**config.mk**
```make
export PLATFORM = sky130hd
export DESIGN_NAME = seq_frame_tx_flat
export DESIGN_NICKNAME = d
export VERILOG_FILES = /design/src/rtl/seq_frame_tx_if.sv /design/src/rtl/seq_frame_tx.sv /design/src/flat_wrapper.sv
export SDC_FILE = /design/constraint.sdc
export NUM_CORES = 1
export LEC_CHECK = 0
export CAP_MARGIN = 20
export CORE_UTILIZATION = 45
export CTS_BUF_LIST = sky130_fd_sc_hd__clkbuf_4 sky130_fd_sc_hd__clkbuf_8 sky130_fd_sc_hd__clkbuf_16
export DETAILED_ROUTE_END_ITERATION = 7
export PLACE_DENSITY = 0.83
export SLEW_MARGIN = 20
export SYNTH_ARGS = -nofsm -noshare
export SYNTH_HDL_FRONTEND = slang
export SYNTH_SLANG_ARGS = --single-unit
```
**constraint.sdc**
```tcl
create_clock -name clk -period 2.52 [get_ports clk]
set_clock_uncertainty 0.2 [all_clocks]
set_input_delay 0.504 -clock clk [delete_from_list [all_inputs] [get_ports clk]]
set_output_delay 0.504 -clock clk [all_outputs]
set_load 0.005 [all_outputs]
```
**src/rtl/seq_frame_tx_if.sv**
```systemverilog
// Handshake and serial-output bundle for seq_frame_tx.
// The word source is the master; the transmitter itself sits on the slave modport.
interface seq_frame_tx_if #(
    parameter int DATA_W = 8
);
    logic [DATA_W-1:0] in_data;
    logic              in_valid;
    logic              in_ready;
    logic              x_out;
    logic              x_valid;
    logic              frame_done;
    logic              busy;

    modport master (
        output in_data,
        output in_valid,
        input  in_ready,
        input  x_out,
        input  x_valid,
        input  frame_done,
        input  busy
    );

    modport slave (
        input  in_data,
        input  in_valid,
        output in_ready,
        output x_out,
        output x_valid,
        output frame_done,
        output busy
    );
endinterface

```
**src/rtl/seq_frame_tx.sv**
```systemverilog
// Serial frame transmitter: "101" preamble, DATA_W payload bits MSB first, then GAP idle zeros.
// All serial outputs are registered; in_ready/busy decode directly from the state register.
module seq_frame_tx #(
    parameter int DATA_W = 8,
    parameter int GAP    = 2
) (
    input  logic          clk,
    input  logic          reset,
    seq_frame_tx_if.slave bus
);
    localparam int CNT_MAX = (DATA_W > GAP) ? ((DATA_W > 3) ? DATA_W : 3)
                                            : ((GAP > 3) ? GAP : 3);
    localparam int CNT_W   = $clog2(CNT_MAX + 1);

    localparam logic [CNT_W-1:0] PRE_LOAD  = CNT_W'(2);
    localparam logic [CNT_W-1:0] DATA_LOAD = CNT_W'(DATA_W - 1);
    // Guarded so a GAP=0 build never evaluates a negative load value.
    localparam logic [CNT_W-1:0] GAP_LOAD  = CNT_W'((GAP > 0) ? (GAP - 1) : 0);
    localparam logic [CNT_W-1:0] CNT_ONE   = CNT_W'(1);

    typedef enum logic [1:0] {
        S_IDLE = 2'd0,
        S_PRE  = 2'd1,
        S_DATA = 2'd2,
        S_GAP  = 2'd3
    } state_t;

    state_t             state_reg,      state_next;
    logic [CNT_W-1:0]   cnt_reg,        cnt_next;
    logic [DATA_W-1:0]  shift_reg,      shift_next;
    logic               x_out_reg,      x_out_next;
    logic               x_valid_reg,    x_valid_next;
    logic               frame_done_reg, frame_done_next;

    logic [DATA_W-1:0]  shift_left;
    logic               cnt_zero;

    assign cnt_zero = (cnt_reg == '0);

    assign shift_left[0] = 1'b0;
    generate
        for (genvar gi = 1; gi < DATA_W; gi++) begin : g_shift
            assign shift_left[gi] = shift_reg[gi-1];
        end
    endgenerate

    always_ff @(posedge clk) begin
        if (reset) begin
            state_reg      <= S_IDLE;
            cnt_reg        <= '0;
            shift_reg      <= '0;
            x_out_reg      <= 1'b0;
            x_valid_reg    <= 1'b0;
            frame_done_reg <= 1'b0;
        end else begin
            state_reg      <= state_next;
            cnt_reg        <= cnt_next;
            shift_reg      <= shift_next;
            x_out_reg      <= x_out_next;
            x_valid_reg    <= x_valid_next;
            frame_done_reg <= frame_done_next;
        end
    end

    always_comb begin
        state_next = state_reg;
        cnt_next   = cnt_reg;
        shift_next = shift_reg;

        unique case (state_reg)
            S_IDLE: begin
                if (bus.in_valid) begin
                    state_next = S_PRE;
                    cnt_next   = PRE_LOAD;
                    shift_next = bus.in_data;
                end
            end
            S_PRE: begin
                if (cnt_zero) begin
                    state_next = S_DATA;
                    cnt_next   = DATA_LOAD;
                end else begin
                    cnt_next = cnt_reg - CNT_ONE;
                end
            end
            S_DATA: begin
                // The MSB on entry is shown unshifted; each DATA cycle exposes the next bit.
                shift_next = shift_left;
                if (cnt_zero) begin
                    if (GAP > 0) begin
                        state_next = S_GAP;
                        cnt_next   = GAP_LOAD;
                    end else begin
                        state_next = S_IDLE;
                        cnt_next   = '0;
                    end
                end else begin
                    cnt_next = cnt_reg - CNT_ONE;
                end
            end
            S_GAP: begin
                if (cnt_zero) begin
                    state_next = S_IDLE;
                    cnt_next   = '0;
                end else begin
                    cnt_next = cnt_reg - CNT_ONE;
                end
            end
            default: begin
                state_next = S_IDLE;
                cnt_next   = '0;
            end
        endcase
    end

    // Outputs are decoded from the next-state values so they land in flops aligned with the state.
    always_comb begin
        x_out_next      = 1'b0;
        x_valid_next    = 1'b0;
        frame_done_next = 1'b0;

        unique case (state_next)
            S_PRE: begin
                x_valid_next = 1'b1;
                x_out_next   = (cnt_next != CNT_ONE);
            end
            S_DATA: begin
                x_valid_next    = 1'b1;
                x_out_next      = shift_next[DATA_W-1];
                frame_done_next = (cnt_next == '0);
            end
            default: begin
                x_out_next      = 1'b0;
                x_valid_next    = 1'b0;
                frame_done_next = 1'b0;
            end
        endcase
    end

    assign bus.in_ready   = (state_reg == S_IDLE);
    assign bus.busy       = (state_reg != S_IDLE);
    assign bus.x_out      = x_out_reg;
    assign bus.x_valid    = x_valid_reg;
    assign bus.frame_done = frame_done_reg;

endmodule
```
**src/flat_wrapper.sv**
```systemverilog
// flat-port wrapper written by rule: the top's interface ports become plain ports
module seq_frame_tx_flat 
#(
    parameter int DATA_W = 8,
    parameter int GAP    = 2
)
  (clk, reset, bus_in_data, bus_in_valid, bus_in_ready, bus_x_out, bus_x_valid, bus_frame_done, bus_busy);
  seq_frame_tx_if #(.DATA_W(DATA_W)) bus_i ();
  input  logic clk;
  input  logic reset;
  input wire logic [$bits(bus_i.in_data)-1:0] bus_in_data;
  input wire logic [$bits(bus_i.in_valid)-1:0] bus_in_valid;
  output wire logic [$bits(bus_i.in_ready)-1:0] bus_in_ready;
  output wire logic [$bits(bus_i.x_out)-1:0] bus_x_out;
  output wire logic [$bits(bus_i.x_valid)-1:0] bus_x_valid;
  output wire logic [$bits(bus_i.frame_done)-1:0] bus_frame_done;
  output wire logic [$bits(bus_i.busy)-1:0] bus_busy;
  assign bus_i.in_data = bus_in_data;
  assign bus_i.in_valid = bus_in_valid;
  assign bus_in_ready = bus_i.in_ready;
  assign bus_x_out = bus_i.x_out;
  assign bus_x_valid = bus_i.x_valid;
  assign bus_frame_done = bus_i.frame_done;
  assign bus_busy = bus_i.busy;
  seq_frame_tx #(.DATA_W(DATA_W), .GAP(GAP)) u_core (.clk(clk), .reset(reset), .bus(bus_i));
endmodule
```
==> results.txt, run 1 <==
run status -> finished clean
PD cells -> 1080 nW/um^2
Worst R2R End -> u_core.bus.x_out
CTS Buf Count -> 3
routed wire length -> 2010 um
Yosys reg bits -> 17
Placer Congestion -> 0.842
clk buf depth -> 2
Leakage -> 0.468 nW
most frequent cells in the layout -> dfxtp_1 (16), clkdlybuf4s50_1 (15), nor2_1 (9)
Simple-Gate Fraction of Synth Area -> 0.270
1st-iter DRT viols -> 29
# DRC -> 0
max-slew violations -> 0
num ports -> 16
post-synthesis cell count -> 99
Hold Path Cell Cnt -> 2
hold path start -> u_core.shift_reg[3]
Setup TNS -> 0 ps
Tightest Pin Transition -> 399 ps
# rows -> 15
total track usage -> 0.216
fraction of registers with async set/reset -> 0
Worst slew margin -> 0.733
# setup viols final -> 0
hold buffers post-CTS -> 0
share of layout cells above drive strength 1 -> 0.213
min-delay worst type -> reg -> reg
YS warnings -> 0
final worst slack -> 116 ps
crit start category -> register
Final Hold Vio Count -> 0
Area Growth Syn to Fin -> 26.7%
Final #Nets -> 138
sequential share of the synthesized area -> 0.371
via count -> 818
clock sink count -> 17
MaxCap Viol Count -> 0
multiplexer share of the synthesized area -> 0.0286
reg-to-reg critical path startpoint -> u_core.cnt_reg[0]
global route total overflow -> 0
dpl hpwl -> 1530 um
final period utilization -> 0.954
predominant post-synthesis flop cell -> dfxtp_1
Largest register FFs -> 8
post-synth design cell area -> 918 um^2
WL/cell -> 13.7 um
CTS tree -> done
Detail Route Antenna Nets -> 0
Die Ht -> 47.2 um
synth unique cells -> 40
XOR/XNOR Fraction of Synth Area -> 0.00954
Crit Path Max Fanout -> 12
Post-synth EDFFs -> 0
first-pass GRT wire length -> 3310 um
clk_lat worst skew -> 300 ps
core outline area -> 1820 um^2
largest net degree at the start of global routing -> 15
Clock transition at path regs -> 100 ps
Power Total -> 1.25 mW
I/O Buffers -> 15
R2R setup slack -> 160 ps
Hold EP -> u_core.shift_reg[3]
VDD IR-drop max -> 599 uV
crit path DAT -> 1700 ps
Critical Path RT -> 1820 ps
Starting Density -> 0.504
crit path kind -> reg -> out
syn avg cell area -> 9.28 um^2
Via density -> 5.56
compound-cell area share of the yosys netlist -> 0.204
ANT cells -> 0
Reg2Reg Depth -> 8
RSZ-0062 raised after global routing -> false
Die X -> 47.2 um
Critical Path End Type -> output port
Root Buffer -> clkbuf_4
commonest non-fill, non-tap cell in the layout -> dfxtp_1
post-synthesis adder-cell area fraction -> 0.0545
antenna violations before repair -> 0
largest family of logic cells by synthesized area -> simple AND/OR/NAND/NOR gates
DIE AREA -> 2230 um^2
syn nets -> 114
total iterations of the first detailed-routing run -> 4
FMAX -> 416 MHz
pre-CTS setup slack -> 45.9 ps
number of global-route vias before repair -> 776
H-tree lvl count -> 1
Tmin final -> 2400 ps
worst hold slack -> 259 ps
## layer usage
metal  vias up  share of wire  track usage
li1        396              -            -
met3         6          0.037       0.0462
met5         -              0            0
met1       393           0.39        0.248
met4         0          0.021        0.109
met2        23           0.55        0.378
## how the worst max path moves through the flow
stage,end,cells past startpoint,start
2_1_floorplan,u_core.bus.x_out,8,u_core.cnt_reg[0]
3_3_place_gp,u_core.bus.x_out,6,bus_in_valid
3_5_place_dp,u_core.bus.x_out,6,bus_in_valid
4_1_cts,bus_busy,2,u_core.state_reg[0]
5_1_grt,bus_in_ready,4,u_core.state_reg[1]
6_report,bus_in_ready,4,u_core.state_reg[1]
## critical path, cell delays in order, from the launching register on
cell and delay (ps):
dfxtp_1 330, buf_4 190, or2_4 280, inv_2 90, clkdlybuf4s50_1 500
## layout make-up
type	instances	area [um^2]
timing repair buffer	23	210
multi-input combinational	70	520
tap	25	31.3
inverter	8	30.0
clock buffer	4	30.0
fill	165	657
sequential	17	342
## kinds of logic (layout without fill, tap and decap cells)
family	count (synthesis)	in the layout
adders and majority gates	4	4
DFF	17	17
AOI/OAI and AO/OA	25	25
and+or+nand+nor	38	38
buffers and inverters	12	35
muxes	2	2
xor gates and xnor gates	1	1
## where the power goes
group          switching (mW)  total (mW)  internal (mW)
clock network          0.0915       0.164         0.0726
registers              0.0691       0.408          0.339
logic                   0.326       0.680          0.354
## timing repair
| item | 4_1_cts | 5_1_grt |
|---|---|---|
| endpoints found under the setup margin | 0 | 3 |
| gates resized for setup | 0 | 2 |
| setup buffers | 0 | 0 |
## per-stage QoR
stage | instance area, um^2 | cells | util
4_1_cts | 1160 | 147 | 0.638
3_5_place_dp | 1130 | 143 | 0.622
3_3_place_gp | 1130 | 143 | 0.622
2_1_floorplan | 918 | 99 | -
5_1_grt | 1160 | 147 | 0.639
6_report | 1160 | 147 | 0.639
## Yosys cell counts, types with 2 or more instances
master | number | area (um^2)
nand2_1 | 8 | 30.0
or3_1 | 2 | 12.5
o21ai_0 | 2 | 10.0
a22oi_1 | 6 | 45.0
dfxtp_1 | 17 | 340
ha_1 | 4 | 50.1
inv_1 | 7 | 26.3
nor3b_2 | 2 | 25.0
nor2b_1 | 3 | 18.8
a21oi_1 | 8 | 40.0
nor2_1 | 9 | 33.8
nor3b_1 | 2 | 15.0
and2b_1 | 2 | 15.0
Note: power is estimated with default switching activity, not from simulation.
==> run 2, diff against run 1 <==
--- a/config.mk
+++ b/config.mk
@@ -8,6 +8,7 @@
 export CAP_MARGIN = 20
 export CORE_UTILIZATION = 45
 export CTS_BUF_LIST = sky130_fd_sc_hd__clkbuf_4 sky130_fd_sc_hd__clkbuf_8 sky130_fd_sc_hd__clkbuf_16
+export CTS_CLUSTER_DIAMETER = 50
 export DETAILED_ROUTE_END_ITERATION = 7
 export PLACE_DENSITY = 0.83
 export SLEW_MARGIN = 20
==> results of run 2 <==
No change in the layout: final DEF, timing and power equal those of run 1.
